==> src/rtl/prog_launch_ctrl_pkg.sv <==
// rtl/prog_launch_ctrl_pkg.sv - shared types for the program launch controller
package pc_ctrl_pkg;

    localparam int PC_W = 10;

    typedef enum logic [2:0] {IDLE, LAUNCH, ARM, RUN, DONE} launch_st_t;

    typedef enum logic [1:0] {
        ST_OK  = 2'b00,
        ST_TMO = 2'b01,
        ST_ABT = 2'b10
    } run_status_t;

    // States in which a program is in flight and may be cancelled.
    function automatic logic is_abortable(input launch_st_t st);
        return (st == LAUNCH) || (st == ARM) || (st == RUN);
    endfunction

endpackage

==> src/rtl/prog_launch_ctrl_if.sv <==
// rtl/prog_launch_ctrl_if.sv - host/ProgCtr-side signal bundle of the launch controller
interface prog_launch_ctrl_if #(
    parameter int SEL_W = 2,
    parameter int CNT_W = 16
) ();
    logic             Req;
    logic [SEL_W-1:0] ReqSel;
    logic             Done;
    logic             Abort;
    logic             PcStart;
    logic [SEL_W-1:0] ProgSel;
    logic             Busy;
    logic             Ack;
    logic [1:0]       Status;
    logic [CNT_W-1:0] CycleCnt;
    logic             ReqDrop;

    modport master (
        output Req, ReqSel, Done, Abort,
        input  PcStart, ProgSel, Busy, Ack, Status, CycleCnt, ReqDrop
    );

    modport slave (
        input  Req, ReqSel, Done, Abort,
        output PcStart, ProgSel, Busy, Ack, Status, CycleCnt, ReqDrop
    );
endinterface

==> src/rtl/prog_launch_ctrl_slot.sv <==
// rtl/prog_launch_ctrl_slot.sv - one-deep pending request register with drop pulse
module launch_req_slot #(
    parameter int SEL_W = 2
) (
    input  logic             clk_i,
    input  logic             resetn_i,
    input  logic             push_i,
    input  logic [SEL_W-1:0] sel_i,
    input  logic             pop_i,
    output logic             full_o,
    output logic [SEL_W-1:0] sel_o,
    output logic             drop_o
);
    logic             full_q;
    logic [SEL_W-1:0] sel_q;
    logic             drop_q;

    always_ff @(posedge clk_i) begin
        if (!resetn_i) begin
            full_q <= 1'b0;
            sel_q  <= '0;
            drop_q <= 1'b0;
        end else begin
            // A pop in the same cycle frees the slot, so the new push is accepted.
            drop_q <= push_i && full_q && !pop_i;
            if (push_i && (!full_q || pop_i)) begin
                full_q <= 1'b1;
                sel_q  <= sel_i;
            end else if (pop_i) begin
                full_q <= 1'b0;
            end
        end
    end

    assign full_o = full_q;
    assign sel_o  = sel_q;
    assign drop_o = drop_q;
endmodule

==> src/rtl/prog_launch_ctrl.sv <==
// rtl/prog_launch_ctrl.sv - ProgCtr Start sequencer with watchdog, abort and pending slot
module prog_launch_ctrl
    import pc_ctrl_pkg::*;
#(
    parameter int START_CYC = 2,
    parameter int MAX_CYC   = 1023,
    parameter int CNT_W     = 16,
    parameter int SEL_W     = 2
) (
    input  logic               Clk,
    input  logic               Reset_n,
    prog_launch_ctrl_if.slave  bus
);
    localparam int HOLD_W = (START_CYC > 1) ? $clog2(START_CYC) : 1;
    localparam logic [HOLD_W-1:0] HOLD_LAST = HOLD_W'(START_CYC - 1);

    launch_st_t        state_q;
    run_status_t       status_q;
    logic              pc_start_q;
    logic              busy_q;
    logic              ack_q;
    logic [SEL_W-1:0]  prog_sel_q;
    logic [CNT_W-1:0]  cycle_cnt_q;
    logic [HOLD_W-1:0] hold_cnt_q;

    logic              slot_full;
    logic [SEL_W-1:0]  slot_sel;
    logic              slot_drop;
    logic              slot_push;
    logic              slot_pop;
    logic              abort_go;
    logic [CNT_W-1:0]  cnt_inc;

    // An IDLE request with an occupied slot is queued behind the pending one.
    assign slot_pop  = (state_q == IDLE) && slot_full;
    assign slot_push = bus.Req && ((state_q != IDLE) || slot_full);
    assign abort_go  = bus.Abort && is_abortable(state_q);
    assign cnt_inc   = (cycle_cnt_q == '1) ? cycle_cnt_q : cycle_cnt_q + 1'b1;

    launch_req_slot #(.SEL_W(SEL_W)) u_slot (
        .clk_i    (Clk),
        .resetn_i (Reset_n),
        .push_i   (slot_push),
        .sel_i    (bus.ReqSel),
        .pop_i    (slot_pop),
        .full_o   (slot_full),
        .sel_o    (slot_sel),
        .drop_o   (slot_drop)
    );

    always_ff @(posedge Clk) begin
        if (!Reset_n) begin
            state_q     <= IDLE;
            status_q    <= ST_OK;
            pc_start_q  <= 1'b0;
            busy_q      <= 1'b0;
            ack_q       <= 1'b0;
            prog_sel_q  <= '0;
            cycle_cnt_q <= '0;
            hold_cnt_q  <= '0;
        end else begin
            ack_q <= 1'b0;
            if (abort_go) begin
                state_q    <= DONE;
                status_q   <= ST_ABT;
                ack_q      <= 1'b1;
                pc_start_q <= 1'b0;
                if (state_q == ARM) cycle_cnt_q <= '0;
                if (state_q == RUN) cycle_cnt_q <= cnt_inc;
            end else begin
                case (state_q)
                    IDLE: begin
                        if (slot_full || bus.Req) begin
                            state_q    <= LAUNCH;
                            pc_start_q <= 1'b1;
                            busy_q     <= 1'b1;
                            hold_cnt_q <= '0;
                            prog_sel_q <= slot_full ? slot_sel : bus.ReqSel;
                        end
                    end
                    LAUNCH: begin
                        if (hold_cnt_q == HOLD_LAST) begin
                            state_q    <= ARM;
                            pc_start_q <= 1'b0;
                        end else begin
                            hold_cnt_q <= hold_cnt_q + 1'b1;
                        end
                    end
                    ARM: begin
                        cycle_cnt_q <= '0;
                        state_q     <= RUN;
                    end
                    RUN: begin
                        cycle_cnt_q <= cnt_inc;
                        if (bus.Done) begin
                            state_q  <= DONE;
                            status_q <= ST_OK;
                            ack_q    <= 1'b1;
                        end else if (cnt_inc == CNT_W'(MAX_CYC)) begin
                            state_q  <= DONE;
                            status_q <= ST_TMO;
                            ack_q    <= 1'b1;
                        end
                    end
                    DONE: begin
                        state_q <= IDLE;
                        busy_q  <= 1'b0;
                    end
                    default: state_q <= IDLE;
                endcase
            end
        end
    end

    assign bus.PcStart  = pc_start_q;
    assign bus.ProgSel  = prog_sel_q;
    assign bus.Busy     = busy_q;
    assign bus.Ack      = ack_q;
    assign bus.Status   = status_q;
    assign bus.CycleCnt = cycle_cnt_q;
    assign bus.ReqDrop  = slot_drop;
endmodule
==> src/flat_wrapper.sv <==
// flat-port wrapper written by rule: the top's interface ports become plain ports
module prog_launch_ctrl_flat import pc_ctrl_pkg::*;
#(
    parameter int START_CYC = 2,
    parameter int MAX_CYC   = 1023,
    parameter int CNT_W     = 16,
    parameter int SEL_W     = 2
)
  (Clk, Reset_n, bus_Req, bus_ReqSel, bus_Done, bus_Abort, bus_PcStart, bus_ProgSel, bus_Busy, bus_Ack, bus_Status, bus_CycleCnt, bus_ReqDrop);
  prog_launch_ctrl_if #(.SEL_W(SEL_W), .CNT_W(CNT_W)) bus_i ();
  input  logic Clk;
  input  logic Reset_n;
  input wire logic [$bits(bus_i.Req)-1:0] bus_Req;
  input wire logic [$bits(bus_i.ReqSel)-1:0] bus_ReqSel;
  input wire logic [$bits(bus_i.Done)-1:0] bus_Done;
  input wire logic [$bits(bus_i.Abort)-1:0] bus_Abort;
  output wire logic [$bits(bus_i.PcStart)-1:0] bus_PcStart;
  output wire logic [$bits(bus_i.ProgSel)-1:0] bus_ProgSel;
  output wire logic [$bits(bus_i.Busy)-1:0] bus_Busy;
  output wire logic [$bits(bus_i.Ack)-1:0] bus_Ack;
  output wire logic [$bits(bus_i.Status)-1:0] bus_Status;
  output wire logic [$bits(bus_i.CycleCnt)-1:0] bus_CycleCnt;
  output wire logic [$bits(bus_i.ReqDrop)-1:0] bus_ReqDrop;
  assign bus_i.Req = bus_Req;
  assign bus_i.ReqSel = bus_ReqSel;
  assign bus_i.Done = bus_Done;
  assign bus_i.Abort = bus_Abort;
  assign bus_PcStart = bus_i.PcStart;
  assign bus_ProgSel = bus_i.ProgSel;
  assign bus_Busy = bus_i.Busy;
  assign bus_Ack = bus_i.Ack;
  assign bus_Status = bus_i.Status;
  assign bus_CycleCnt = bus_i.CycleCnt;
  assign bus_ReqDrop = bus_i.ReqDrop;
  prog_launch_ctrl #(.START_CYC(START_CYC), .MAX_CYC(MAX_CYC), .CNT_W(CNT_W), .SEL_W(SEL_W)) u_core (.Clk(Clk), .Reset_n(Reset_n), .bus(bus_i));
endmodule
==> config.mk <==
export PLATFORM = sky130hd
export DESIGN_NAME = prog_launch_ctrl_flat
export DESIGN_NICKNAME = d
export VERILOG_FILES = /design/src/rtl/prog_launch_ctrl_pkg.sv /design/src/rtl/prog_launch_ctrl_if.sv /design/src/rtl/prog_launch_ctrl_slot.sv /design/src/rtl/prog_launch_ctrl.sv /design/src/flat_wrapper.sv
export SDC_FILE = /design/constraint.sdc
export NUM_CORES = 1
export LEC_CHECK = 0
export BUFFER_PORTS_ARGS = -buffer_cell sky130_fd_sc_hd__buf_2
export CAP_MARGIN = 15
export CORE_UTILIZATION = 30
export CTS_BUF_LIST = sky130_fd_sc_hd__clkbuf_4
export CTS_CLUSTER_DIAMETER = 40
export DETAILED_ROUTE_END_ITERATION = 12
export PLACE_DENSITY = 0.53
export SETUP_SLACK_MARGIN = 0.4
export SLEW_MARGIN = 20
export SYNTH_ARGS = -nofsm -noshare
export SYNTH_HDL_FRONTEND = slang
export SYNTH_SLANG_ARGS = --single-unit
==> constraint.sdc <==
create_clock -name Clk -period 3.79 [get_ports Clk]
set_input_delay 0.379 -clock Clk [delete_from_list [all_inputs] [get_ports Clk]]
set_output_delay 0.379 -clock Clk [all_outputs]
set_load 0.03 [all_outputs]
## Yosys cells after proc, flatten, opt, wreduce, memory -nomap -nowiden

Index checks and enable logic that the tools add are counted.
W data, S select, Z words.

| word-level totals | value |
|---|---|
| register bits after elaboration | 31 |
| word-level logic and storage cells | 89 |
| bits of input ports | 7 |
| output and inout port bits | 24 |

| cells by class | value |
|---|---|
| equality and inequality tests | 12 |
| add/subtract/negate cells | 2 |
| muxes and demuxes | 29 |
| reduce and logical (&&, ||, !) cells | 31 |
| bitwise gates (word level) | 2 |

Operators with widths:

| cell | count |
|---|---|
| $mux W16 | 4 |
| $pmux W16 S2 | 1 |
| $reduce_and A3 Y1 | 6 |
| $add A16 B1 Y16 const B | 1 |
| $eq A16 B10 Y1 const B | 1 |
| $eq A16 B16 Y1 const B | 1 |
| $mux W3 | 5 |
| $pmux W3 S4 | 1 |
| $reduce_bool A2 Y1 | 6 |
| $mux W1 | 10 |
| $mux W2 | 5 |
| $eq A3 B2 Y1 const B | 2 |
| $logic_and A1 B1 Y1 | 6 |
| $pmux W1 S2 | 3 |
| $reduce_bool A3 Y1 | 2 |
| $logic_or A1 B1 Y1 | 5 |
| $ne A4 B3 Y1 const B | 1 |
| $reduce_and A2 Y1 | 2 |
| $eq A3 B1 Y1 const B | 1 |
| $eq A3 B3 Y1 const B | 1 |
| $logic_not A3 Y1 | 1 |
| $ne A3 B1 Y1 const B | 1 |
| $ne A3 B2 Y1 const B | 1 |
| $ne A3 B3 Y1 const B | 1 |
| 6 further kinds | 8 |

## Logic depth before layout (Yosys ltp)

| depth | value |
|---|---|
| depth after elaboration | 7 |
| depth in mapped cells | 8 |

## By module

Synthesis repeated with hierarchy kept, for this count alone.

| unflattened totals | value |
|---|---|
| cells, all modules | 239 |
| area, all modules | 1,899.3 µm² |

By module, submodules not included:

| module | area an instance (µm²) | cells each | times used |
|---|---|---|---|
| prog_launch_ctrl | 1,741.7 | 225 | 1 |
| launch_req_slot | 157.7 | 14 | 1 |

## Worst setup path before layout

OpenSTA, ideal clock, no wires.

| path | value |
|---|---|
| kind | reg-to-reg |
| start | register u_core.cycle_cnt_q[0] (netlist: u_core.bus.CycleCnt[0]) |
| end | register u_core.status_q[1] (netlist: u_core.bus.Status[1]) |
| buffers on the path | 1 |
| path slack | 1.298 ns |
| data arrival time | 2.363 ns |
| clock period less this slack | 2.492 ns |
| stages on the path, launching flop included | 9 |
| cell sequence | dfxtp_1 -> ha_1 -> nand3_2 -> buf_6 -> nor2_1 -> o2111ai_1 -> nand4bb_4 -> a2111oi_4 -> a21oi_1 |

| on the way | value |
|---|---|
| cells in the longest elaborated chain, start to end | 5 |
| elaborated cells between the ends (all ways) | 6 |
| classes of those cells | add/sub (1); eq/ne (2); mux (1); reduce/logical (2) |

RTL lines:

| what | line | text |
|---|---|---|
| start, declared | prog_launch_ctrl.sv:23 | `logic [CNT_W-1:0] cycle_cnt_q;` |
| start signal, assigned | prog_launch_ctrl.sv:69 | `if (state_q == RUN) cycle_cnt_q <= cnt_inc;` |
| start signal, assigned | prog_launch_ctrl.sv:94 | `cycle_cnt_q <= cnt_inc;` |
| $add A16 B1 Y16 or $eq A16 B16 Y1 (tied branches) | prog_launch_ctrl.sv:38 | `assign cnt_inc = (cycle_cnt_q == '1) ? cycle_cnt_q : cycle_cnt_q + 1'b1;` |
| $mux W16 (*) | prog_launch_ctrl.sv:38 |  |
| $eq A16 B10 Y1 (*) | prog_launch_ctrl.sv:99 | `end else if (cnt_inc == CNT_W'(MAX_CYC)) begin` |
| $reduce_bool A3 Y1 (no source line) (*) | n/a |  |
| $reduce_and A2 Y1 (no source line) (*) | n/a |  |
| end signal, assigned | prog_launch_ctrl.sv:54 | `status_q <= ST_OK;` |
| end signal, assigned | prog_launch_ctrl.sv:97 | `status_q <= ST_OK;` |
| end signal, assigned | prog_launch_ctrl.sv:101 | `status_q <= ST_TMO;` |
| end, declared | prog_launch_ctrl.sv:18 | `run_status_t status_q;` |

Every way passes the cells marked *; elsewhere a longest branch is shown, timed or not.
A chain may end at the register's enable or synchronous reset.

## Worst setup path in the final report

Same ends and word-level chain as after synthesis.

==> impl_metrics.py <==
metrics = {
    "outcome": {
        "outcome": "complete, but fails checks",
        "violations": "design-rule violations",
    },
    "clock_tree": {
        "cts_resized": 0,
        "cts-buffers-inserted": 5,
        "clock_latency_ns": 0.34,
        "cts_htree_levels": 2,
        "cts_tree": "built",
        "cts_hold_buf": 0,
        "cts_buffer_depth": 2,
        "clock-root-buffer": "clkbuf_4",
        "post-cts-setup-buffers": 0,
        "clk_pin_slew_ns": 0.11,
        "clock-sinks": 31,
    },
    "placement": {
        "io_buffers": 30,
        "dpl_cell_area_um2": 2210,
        "place_congestion": 0.7847,
        "hpwl_um": 3566,
    },
    "sta": {
        "slew_headroom": 0.6307,
        "tightest_slew_ns": 0.5498,
        "period_needed_ns": 2.620,
        "setup_violations": 0,
        "clock.fmax_ghz": 0.3817,
        "whs_ns": 0.3046,
        "report.final.slew_viol_count": 0,
        "rsz0062_at_grt": "no",
        "fin_skew_ns": 0.007110,
        "setup_tns_ns": 0,
        "finalHoldViolCount": 0,
        "finalCritPeriodShare": 0.6913,
    },
    "layout": {
        "final_net_count": 286,
        "layout_commonest_cell": "dfxtp_1",
        "stdcell_area_um2": 2286,
        "drive_above_1_share": 0.1792,
        "syn2layout_area_growth_pct": 13.06,
        "n_antenna_cell": 0,
        "layout_common_cells": "31 x dfxtp_1, 30 x buf_2, 28 x nand2_1",
    },
    "floorplan": {
        "ioPinCount": 31,
        "rows": 29,
        "die_h_um": 84.10,
        "start_util": 0.3148,
        "die-width_um": 84.10,
        "die_area_um2": 7072,
        "fp.coreArea_um2": 6422,
    },
    "grt": {
        "grt_pass1_vias": 1693,
        "grt_use_total": 0.1511,
        "grt_pass1_wl_um": 8500,
        "antenna_found_initial": 0,
        "grt_max_degree": 30,
        "grt_overflow_total": 0,
    },
    "hold_path": {
        "hold_path.class": "primary input to register",
        "holdPathEnd": "u_core.u_slot.sel_o[1]$_SDFFE_PN0P_",
        "worstHoldStart": "bus_ReqSel[1]",
        "hold_depth": 3,
    },
    "detailed_routing": {
        "avgViaCountPerCell": 5.500,
        "drt_iter0_markers": 132,
        "wl_per_cell_um": 14.78,
        "drcViolationCount": 6,
        "drt-met1-wl_um": 2547,
        "routed.top_layer": "met4",
        "ant_nets": 0,
        "wirelength_um": 5263,
        "vias": 1958,
        "wl_met2_um": 2414,
        "firstDrtPassIters": 8,
        "wl_met3_um": 270,
    },
    "setup_path": {
        "worstPathArrival_ns": 2.84,
        "rr_worst_depth": 7,
        "path_class": "register to register",
        "rrSetupSlack_ns": 1.17,
        "start_kind": "register",
        "reg2reg_to": "u_core.bus.Status[1]$_SDFFE_PN0P_",
        "required_ns": 4.01,
        "r2r_start": "u_core.bus.CycleCnt[0]$_SDFFE_PN0P_",
        "endpoint_kind": "register",
        "cp_max_fo": 11,
    },
    "synthesis": {
        "synth_cells": 255,
        "synth_cell_types": 51,
        "avgSynthCellArea_um2": 7.929,
        "synth_edf_count": 0,
        "synth-seq-cells": 31,
        "seq_area_frac_synth": 0.3069,
        "synth_ff_type": "dfxtp_1",
        "async_flop_share": 0,
        "syn_area_um2": 2022,
        "yosysWarnings": 0,
        "syn_nets": 263,
    },
    "power": {
        "p_leak_nw": 0.8558,
        "p_per_area_nw_per_um2": 329.4,
        "p_total_w": 0.0007530,
        "ir_drop_v": 0.0001620,
    },
    "job": {
        "drv_cap": 0,
    },
}
-- worst max-delay path by stage --
stage                                              from                                 to  depth (start not counted)  slack, ns
floorplan           u_core.bus.CycleCnt[0]$_SDFFE_PN0P_  u_core.bus.Status[1]$_SDFFE_PN0P_                          8       1.30
global placement    u_core.bus.CycleCnt[0]$_SDFFE_PN0P_  u_core.bus.Status[1]$_SDFFE_PN0P_                          7       1.26
detailed placement  u_core.bus.CycleCnt[0]$_SDFFE_PN0P_  u_core.bus.Status[1]$_SDFFE_PN0P_                          7       1.19
CTS                 u_core.bus.CycleCnt[0]$_SDFFE_PN0P_  u_core.bus.Status[1]$_SDFFE_PN0P_                          7       1.18
global route        u_core.bus.CycleCnt[0]$_SDFFE_PN0P_  u_core.bus.Status[1]$_SDFFE_PN0P_                          7       0.95
finish              u_core.bus.CycleCnt[0]$_SDFFE_PN0P_  u_core.bus.Status[1]$_SDFFE_PN0P_                          7       1.17
-- cells in the mapped netlist, types with 4 or more instances --
cell type | n | share of area
mux2i_1 | 5 | 0.025
nand2b_1 | 7 | 0.022
nor2b_1 | 8 | 0.025
dfxtp_1 | 31 | 0.31
buf_2 | 4 | 0.0099
nand2_1 | 28 | 0.052
o21ai_0 | 16 | 0.040
inv_1 | 4 | 0.0074
nor2_1 | 22 | 0.041
a21oi_1 | 21 | 0.052
a21boi_0 | 5 | 0.019
nor3_1 | 18 | 0.045
nor3b_1 | 4 | 0.015
nor4_1 | 4 | 0.012
clkbuf_1 | 10 | 0.019
nand3_1 | 9 | 0.022
-- registers in the layout (all words and copies together) (netlist names) --
name                  count
u_core.bus.CycleCnt      16
u_core.state_q            3
u_core.bus.ProgSel        2
u_core.bus.Status         2
u_core.u_slot.sel_o       2
u_core.bus.Ack            1
u_core.bus.Busy           1
u_core.bus.PcStart        1
u_core.hold_cnt_q         1
u_core.u_slot.drop_o      1
u_core.u_slot.full_o      1
-- kinds of logic after synthesis --
logic type,after synthesis,synth area share
XOR/XNOR,2,0.008665
AND/OR/NAND/NOR,129,0.3775
multiplexers,5,0.02475
buffers and inverters,20,0.04393
flip-flops,31,0.3069
AO/OA/AOI/OAI,67,0.2321
adder cells (fa/ha/maj),1,0.006187
-- cell type report --
| type | count | area, um2 |
|---|---|---|
| Inverter | 4 | 15.01 |
| Clock buffer | 5 | 37.54 |
| Clock inverter | 3 | 38.79 |
| Multi-Input combinational cell | 204 | 1313 |
| Timing Repair Buffer | 32 | 165.2 |
| Fill cell | 680 | 4136 |
| Sequential cell | 31 | 620.6 |
| Tap cell | 77 | 96.34 |
-- worst max-delay path: stages, from the launching register on --
cell	delay, ns
dfxtp_1	0.48
ha_1	0.35
nand3_2	0.27
nor4_1	0.33
mux2i_1	0.32
nand3_1	0.20
a2111oi_4	0.43
a21oi_1	0.12
-- per-layer routing --
layer,track usage,up-vias
met4,0.03292,0
met1,0.2059,928
met3,0.02967,4
li1,-,981
met2,0.2459,45
met5,0,-
-- power by group --
| group | internal (W) | leakage [nW] | switching (W) |
|---|---|---|---|
| combinational | 0.0000449 | 0.561 | 0.0000832 |
| sequential | 0.000344 | 0.252 | 0.0000151 |
| clock | 0.000136 | 0.0426 | 0.000131 |
-- through the flow --
| step | cells | util | setup slack [ns] |
|---|---|---|---|
| floorplan | 255 | - | 1.298 |
| global placement | 348 | 0.3440 | 1.264 |
| detailed placement | 348 | 0.3440 | 1.193 |
| CTS | 356 | 0.3559 | 1.181 |
| global route | 356 | 0.3559 | 0.9460 |
| finish | 356 | 0.3559 | 1.170 |
Note: power is estimated with default switching activity, not from simulation.
